### config.mk
export PLATFORM = sky130hd
export DESIGN_NAME = countdown_timer
export DESIGN_NICKNAME = d
export VERILOG_FILES = /design/src/rtl/countdown_timer_pkg.sv /design/src/rtl/count4_down.sv /design/src/rtl/countdown_timer.sv
export SDC_FILE = /design/constraint.sdc
export NUM_CORES = 1
export LEC_CHECK = 0
export ABC_AREA = 1
export BUFFER_PORTS_ARGS = -buffer_cell sky130_fd_sc_hd__buf_2
export CAP_MARGIN = 10
export CORE_ASPECT_RATIO = 0.75
export CORE_MARGIN = 3
export CORE_UTILIZATION = 44
export DETAILED_ROUTE_END_ITERATION = 8
export PLACE_DENSITY_LB_ADDON = 0.08
export SLEW_MARGIN = 40
export SYNTH_ARGS = -nofsm -noshare
export SYNTH_HDL_FRONTEND = slang
export SYNTH_SLANG_ARGS = --single-unit
### constraint.sdc
create_clock -name clk -period 1 [get_ports clk]
set_input_delay 0.1 -clock clk [delete_from_list [all_inputs] [get_ports clk]]
set_output_delay 0.1 -clock clk [all_outputs]
set_load 0.02 [all_outputs]
### src/rtl/countdown_timer_pkg.sv
`default_nettype none
// ============================================================================
// Module      : countdown_timer_pkg
// Description : Shared state encoding and digit geometry for the loadable
//               down-counting timer and its 4-bit digit slices.
// Revision    : 1.0 - initial release
// ============================================================================
package countdown_timer_pkg;

    // Width of one counting digit; the timer count is built from these.
    localparam int unsigned DIGIT_W = 4;

    // Timer control states, 2-bit encoding shared with the display/game logic.
    typedef enum logic [1:0] {
        ST_IDLE  = 2'b00,
        ST_RUN   = 2'b01,
        ST_PAUSE = 2'b10
    } state_t;

    // Number of digits needed to cover a count of the given width.
    function automatic int unsigned num_digits(input int unsigned width);
        return width / DIGIT_W;
    endfunction

endpackage : countdown_timer_pkg
`default_nettype wire

### src/rtl/count4_down.sv
`default_nettype none
// ============================================================================
// Module      : count4_down
// Description : One 4-bit binary down-counting digit with synchronous reset,
//               parallel load and a borrow-terminal-count output used to
//               ripple the decrement into the next more significant digit.
// Revision    : 1.0 - initial release
// ============================================================================
module count4_down
    import countdown_timer_pkg::*;
(
    input  logic               clk,
    input  logic               R,
    input  logic               Ld,
    input  logic [DIGIT_W-1:0] Din,
    input  logic               Dw,
    output logic [DIGIT_W-1:0] Q,
    output logic               BTC
);

    // Reset clears, load presets, otherwise a decrement request steps down.
    always_ff @(posedge clk) begin
        if (R) begin
            Q <= '0;
        end else if (Ld) begin
            Q <= Din;
        end else if (Dw) begin
            Q <= Q - DIGIT_W'(1);
        end
    end

    // This digit wraps 0 -> F on this decrement, so the next digit must borrow.
    assign BTC = (Q == '0) && Dw;

endmodule : count4_down
`default_nettype wire

### src/rtl/countdown_timer.sv
`default_nettype none
// ============================================================================
// Module      : countdown_timer
// Description : Loadable down-counting timer. A preset is loaded, Start runs
//               the count down by one per Dec tick, Stop pauses it, and on
//               reaching zero the timer returns to IDLE with a one-cycle Done
//               pulse. Count is held in a chain of 4-bit digits.
// Revision    : 1.0 - initial release
// ============================================================================
module countdown_timer
    import countdown_timer_pkg::*;
#(
    parameter int unsigned WIDTH = 8
) (
    input  logic             clk,
    input  logic             R,
    input  logic             Ld,
    input  logic [WIDTH-1:0] Din,
    input  logic             Start,
    input  logic             Stop,
    input  logic             Dec,
    output logic [WIDTH-1:0] Q,
    output logic             Busy,
    output logic             Zero,
    output logic             Done
);

    localparam int unsigned NDIG = num_digits(WIDTH);

    state_t            r_state;
    logic              w_dec_en;
    logic              w_q_is_one;
    logic [NDIG-1:0]   w_dw;
    logic [NDIG-1:0]   w_btc;

    // A tick counts only while running and not overridden by a load or a stop
    // on the same edge (the stop wins and the tick is dropped).
    assign w_dec_en   = Dec && (r_state == ST_RUN) && !Ld && !Stop;
    assign w_q_is_one = (Q == WIDTH'(1));

    // Digit chain: digit 0 sees the qualified tick, each higher digit borrows
    // only when every lower digit wraps on this tick.
    generate
        for (genvar k = 0; k < NDIG; k++) begin : g_digit
            if (k == 0) begin : g_lsd
                assign w_dw[k] = w_dec_en;
            end else begin : g_upper
                assign w_dw[k] = w_btc[k-1];
            end

            count4_down u_digit (
                .clk (clk),
                .R   (R),
                .Ld  (Ld),
                .Din (Din[k*DIGIT_W +: DIGIT_W]),
                .Dw  (w_dw[k]),
                .Q   (Q[k*DIGIT_W +: DIGIT_W]),
                .BTC (w_btc[k])
            );
        end
    endgenerate

    // Control FSM and Done register; priority R > Ld > Stop > Start > Dec.
    always_ff @(posedge clk) begin
        if (R) begin
            r_state <= ST_IDLE;
            Done    <= 1'b0;
        end else begin
            Done <= 1'b0;
            if (Ld) begin
                // Loading aborts any run silently.
                r_state <= ST_IDLE;
            end else begin
                case (r_state)
                    ST_IDLE: begin
                        // Starting an empty timer is meaningless; stay idle.
                        if (Start && (Q != '0)) begin
                            r_state <= ST_RUN;
                        end
                    end
                    ST_RUN: begin
                        if (Stop) begin
                            r_state <= ST_PAUSE;
                        end else if (w_dec_en && w_q_is_one) begin
                            r_state <= ST_IDLE;
                            Done    <= 1'b1;
                        end else if (w_btc[NDIG-1]) begin
                            // A borrow out of the top digit cannot occur since
                            // the run ends at 1 -> 0; never keep running on wrap.
                            r_state <= ST_IDLE;
                        end
                    end
                    ST_PAUSE: begin
                        if (!Stop && Start) begin
                            r_state <= ST_RUN;
                        end
                    end
                    default: begin
                        r_state <= ST_IDLE;
                    end
                endcase
            end
        end
    end

    // Status decodes of registered state only.
    assign Busy = (r_state == ST_RUN);
    assign Zero = (Q == '0);

endmodule : countdown_timer
`default_nettype wire

# Word-level counts from Yosys, hierarchy flattened
# Cells that the tools add are included.
[classes]
n_eq_ne = 6
muxes = 11
addsub = 2
bitwise_logic = 1
reduce_logical = 20
[op_table]
columns = ["cell", "n"]
rows = [
  ["$mux W4", 4],
  ["$mux W2", 5],
  ["$eq A8 B1 Y1 const B", 1],
  ["$logic_and A1 B1 Y1", 8],
  ["$logic_not A4 Y1", 2],
  ["$logic_not A8 Y1", 1],
  ["$reduce_bool A8 Y1", 1],
  ["$sub A4 B1 Y4 const B", 2],
  ["$pmux W2 S3", 1],
  ["$ne A2 B2 Y1 const B", 2],
  ["$ne A4 B2 Y1 const B", 1],
  ["$reduce_bool A2 Y1", 2],
  ["$reduce_or A4 Y1", 1],
  ["$reduce_and A3 Y1", 1],
  ["$eq A2 B1 Y1 const B", 1],
  ["$eq A2 B2 Y1 const B", 1],
  ["$logic_not A1 Y1", 2],
  ["$logic_not A2 Y1", 1],
  ["$reduce_or A2 Y1", 1],
  ["$mux W1", 1],
  ["$not A1 Y1", 1],
]
[word_totals]
wordCells = 44
register_bits = 11
output_inout_bits = 11

# Longest topological paths before layout
[depth]
depth_word = 10
mapped_depth = 9
depth_no_buf = 9

# Cells and area by module
# A second synthesis with hierarchy kept.
[unflattened]
cells_unflattened = 114
area_unflattened_um2 = 701.9
[by_module_without_submodules]
columns = ["mod", "cells_each", "instances", "area_per_inst_um2"]
rows = [
  ["count4_down", 39, 2, 250.2],
  ["countdown_timer", 36, 1, 201.4],
]

# Worst setup path after synthesis
# Ideal clock, no wire load.
[synth_timing]
path_kind = "register to register"
startpoint = "register g_digit[1].u_digit.Q[0]"
endpoint = "register r_state[0]"
path_stages_with_launch = 8
path_buffers = 0
required_time_ns = 0.884
arrival_ns = 1.314
period_less_slack_ns = 1.430
setup_slack_ns = -0.430
path_cell_list = "dfxtp_1 > inv_1 > ha_1 > nand2_1 > nor2_1 > nand2_1 > nand3_1 > a21oi_1"
[synth_via]
elab_chain_len = 5
word_cells_on_any_way = 12
classes_between = "3 x eq/ne; 3 x mux; 6 x reduce/logical"
[synth_rtl]
columns = ["element", "line_no", "source"]
rows = [
  ["from (decl)", "count4_down.sv:17", "output logic [DIGIT_W-1:0] Q,"],
  ["from (signal assigned)", "count4_down.sv:26", "Q <= Din;"],
  ["from (signal assigned)", "count4_down.sv:28", "Q <= Q - DIGIT_W'(1);"],
  ["$eq A8 B1 Y1", "countdown_timer.sv:39", "assign w_q_is_one = (Q == WIDTH'(1));"],
  ["$logic_and A1 B1 Y1", "countdown_timer.sv:84", "end else if (w_dec_en && w_q_is_one) begin"],
  ["$mux W2", "countdown_timer.sv:84", ""],
  ["$mux W2", "countdown_timer.sv:82", "if (Stop) begin"],
  ["$pmux W2 S3", "countdown_timer.sv:74", "case (r_state)"],
  ["to (signal assigned)", "countdown_timer.sv:78", "r_state <= ST_RUN;"],
  ["to (signal assigned)", "countdown_timer.sv:83", "r_state <= ST_PAUSE;"],
  ["to (signal assigned)", "countdown_timer.sv:85", "r_state <= ST_IDLE;"],
  ["to (decl)", "countdown_timer.sv:30", "state_t r_state;"],
]
# Parallel ways exist; a longest one is shown, timed or not.
# A chain may end at the register's enable or synchronous reset.

# Worst setup path in the final report
[layout_timing]
startpoint = "register g_digit[0].u_digit.Q[1]"
endpoint = "output port Zero"
[layout_via]
elab_chain_len = 1
[layout_rtl]
columns = ["element", "line_no", "source"]
rows = [
  ["from (decl)", "count4_down.sv:17", ""],
  ["from (signal assigned)", "count4_down.sv:26", ""],
  ["from (signal assigned)", "count4_down.sv:28", ""],
  ["$logic_not A8 Y1", "countdown_timer.sv:108", "assign Zero = (Q == '0);"],
  ["to (decl)", "countdown_timer.sv:24", "output logic Zero,"],
]
# No other way between the ends.

==> impl_metrics.ini <==
[floorplan]
rows = 12
ios = 25
chipWidth_um = 54.1
dieArea_um2 = 2280
fp.dieH_um = 42.1
start_util = 0.489
coreArea_um2 = 1560

[global_routing]
antenna_found_initial = 0
first_global_vias = 937
grt-ovfl-total = 0
track_usage = 0.249
grt_first_pass_wirelength_um = 4170
grt_max_degree = 9

[setup_path]
cp.required_ns = 0.90
max_stage_delay_ns = 0.36
cp_slowest_cell = dfxtp_4
crit_chain = inv_4 -> ha_4 -> nand3_4 -> nor2_4 -> buf_6
path_max_fanout = 2
rr_startpoint = g_digit[1].u_digit.Q[1]
cp-start-kind = flop
worst_ep_arrival_time_ns = 1.16
critical_path_class = flop to output pin
cp-end-kind = output pin
startpoint = g_digit[0].u_digit.Q[1]

[pwr]
p_clk_frac = 0.238
intPower_w = 0.000888
combPwrFrac = 0.408
sequentialPowerShare = 0.354
powerDensity_nw_per_um2 = 1020
netSwitchingFraction = 0.365
leakage_nw = 0.677
design_power_total_w = 0.00140
ir_drop_mv = 0.753
power_switching_w = 0.000510

[final_layout]
finalNonFillerCells = 187
nNetsFinal = 185
layout-drive-gt1-share = 0.596
fin_util = 0.873
area_delta_synth_final_pct = 78.7
n_antenna_cell = 0

[synthesis]
synth.avg_cell_area_um2 = 6.75
synth_edf_count = 0
syn_nets = 131
syn_inst = 113
ys.flop_type = dfxtp_1
synth_seq_cells = 11
synth_warnings = 0
syn_area_um2 = 763
seq_area_frac_synth = 0.289
synth-async-reset-ratio = 0
yosysTopAreaCell = dfxtp_1
yosys-top-cells-area = dfxtp_1, nand2_1, nand3_1
yosysTopAreaCellShare = 0.289
yosysUniqueCellTypes = 20

[placed_design]
dp.cells = 172
port-buffer-count = 24
gp_congestion = 0.844
hpwl_um = 1670

[run_status]
status = complete, but fails checks
violations = negative setup slack

[timing]
tightest_slew_ns = 0.207
finalClockSkew_ns = 0.00100
whs_ns = 0.0723
period_minus_slack_ns = 1.26
grt_setup_unrepaired = true
report.final.slew_viol_count = 0
slew_headroom = 0.862
finalSetupViolCount = 13
worst_slack_ns = -0.256
setup-tns-final_ns = -1.81
hold_viol = 0
fmax_mhz = 796
min_period_over_period = 1.26

[min_path]
hold_class = input port to flop
min_from = R

[drt]
drc_errors = 0
via_count = 986
postRouteAntennaNets = 0
drtPass1Iterations = 4
drt_iter0_drc = 42
wl_per_cell_um = 15.5
wl_um = 2910
post_drt_via_cell_ratio = 5.27

[run]
max-cap-violations = 0

[clocking]
clock_sinks = 11
cts_root_buffer = clkbuf_4
cts_made_buffers = 3
ctsHoldBuffers = 0
cts_tree = built
cts_buffer_depth = 2
clk-insertion-delay-late_ns = 0.29
htreeDepth = 1
clk_pin_slew_ns = 0.07
==> synthesized netlist by cell type, types with 3 or more instances <==
library cell  count
dfxtp_1          11
a21oi_1           9
o21ai_0           3
nor2_1           17
nand3_1          14
nand2_4           3
inv_1            17
ha_1              4
nand2_1          24
==> kinds of logic (layout without fill, tap and decap cells) <==
logic type / after synthesis / count (layout) / synth area share
compound gates: 15 / 15 / 0.110
xor+xnor: 2 / 2 / 0.0230
fa+ha+maj: 4 / 4 / 0.0656
buf+inv: 20 / 73 / 0.128
flops: 11 / 11 / 0.289
simple gates: 61 / 61 / 0.385
==> sequential cells by signal, summed over array words and instances, names as in the netlist <==
| signal | cells |
|---|---|
| g_digit.u_digit.Q | 8 |
| r_state | 2 |
| Done | 1 |
==> per-layer routing <==
metal	vias to the layer above	routed length (µm)	global-route usage
met5	-	0	0
met4	0	106	0.0896
met3	17	259	0.0854
met2	51	1370	0.415
met1	454	1170	0.288
li1	464	-	-
==> final cells by class <==
class | count | area, µm²
Timing Repair Buffer | 51 | 389
Multi-Input combinational cell | 82 | 594
Clock buffer | 4 | 26.3
Tap cell | 21 | 26.3
Fill cell | 77 | 198
Inverter | 18 | 82.6
Sequential cell | 11 | 245
==> cells in the final DEF (no fill, tap or decap), types with 2 or more instances in the layout <==
cell type,count
a21oi_1,6
a21oi_2,3
buf_2,17
buf_4,21
buf_6,13
clkbuf_4,3
dfxtp_2,5
dfxtp_4,5
ha_4,4
inv_1,10
inv_2,3
inv_4,4
nand2_1,21
nand2_2,2
nand2_4,4
nand3_1,9
nand3_2,4
nand3_4,2
nor2_1,11
nor2_2,2
nor2_4,4
o21ai_1,2
==> worst paths after layout <==
path	endpoint	slack, ns	cells past startpoint
setup / recovery	Zero	-0.26	5
hold / removal	g_digit[0].u_digit.Q[2]	0.07	2
setup reg to reg	r_state[0]	-0.25	8
hold reg to reg	g_digit[0].u_digit.Q[2]	0.52	2
==> critical path: cells and delay by family, from the launching register on <==
| kind | cells | cell delay [ns] |
|---|---|---|
| flops | 1 | 0.36 |
| buf+inv | 2 | 0.19 |
| simple gates | 2 | 0.18 |
| fa+ha+maj | 1 | 0.14 |
==> power groups by stage <==
stage / sequential (W) / combinational, W / clock [W]
global route: 0.000498 / 0.000607 / 0.000352
finish: 0.000495 / 0.000571 / 0.000332
CTS: 0.000492 / 0.000503 / 0.000330
detailed placement: 0.000497 / 0.000413 / 0
floorplan: 0.000526 / 0.000236 / 0
global placement: 0.000496 / 0.000399 / 0
==> timing repair <==
item,CTS,global route
pin swaps,9,9
endpoints found under the setup margin,16,17
resized for setup,37,15
setup buffers,9,4
==> per-stage QoR <==
stage	worst slack (ns)	instance area [µm²]
after floorplan	-0.107	838
after global placement	-0.0785	1080
after detailed placement	-0.120	1080
after CTS	-0.250	1290
after global routing	-0.309	1360
final	-0.256	1360
Power figures use the tool's default switching activity.
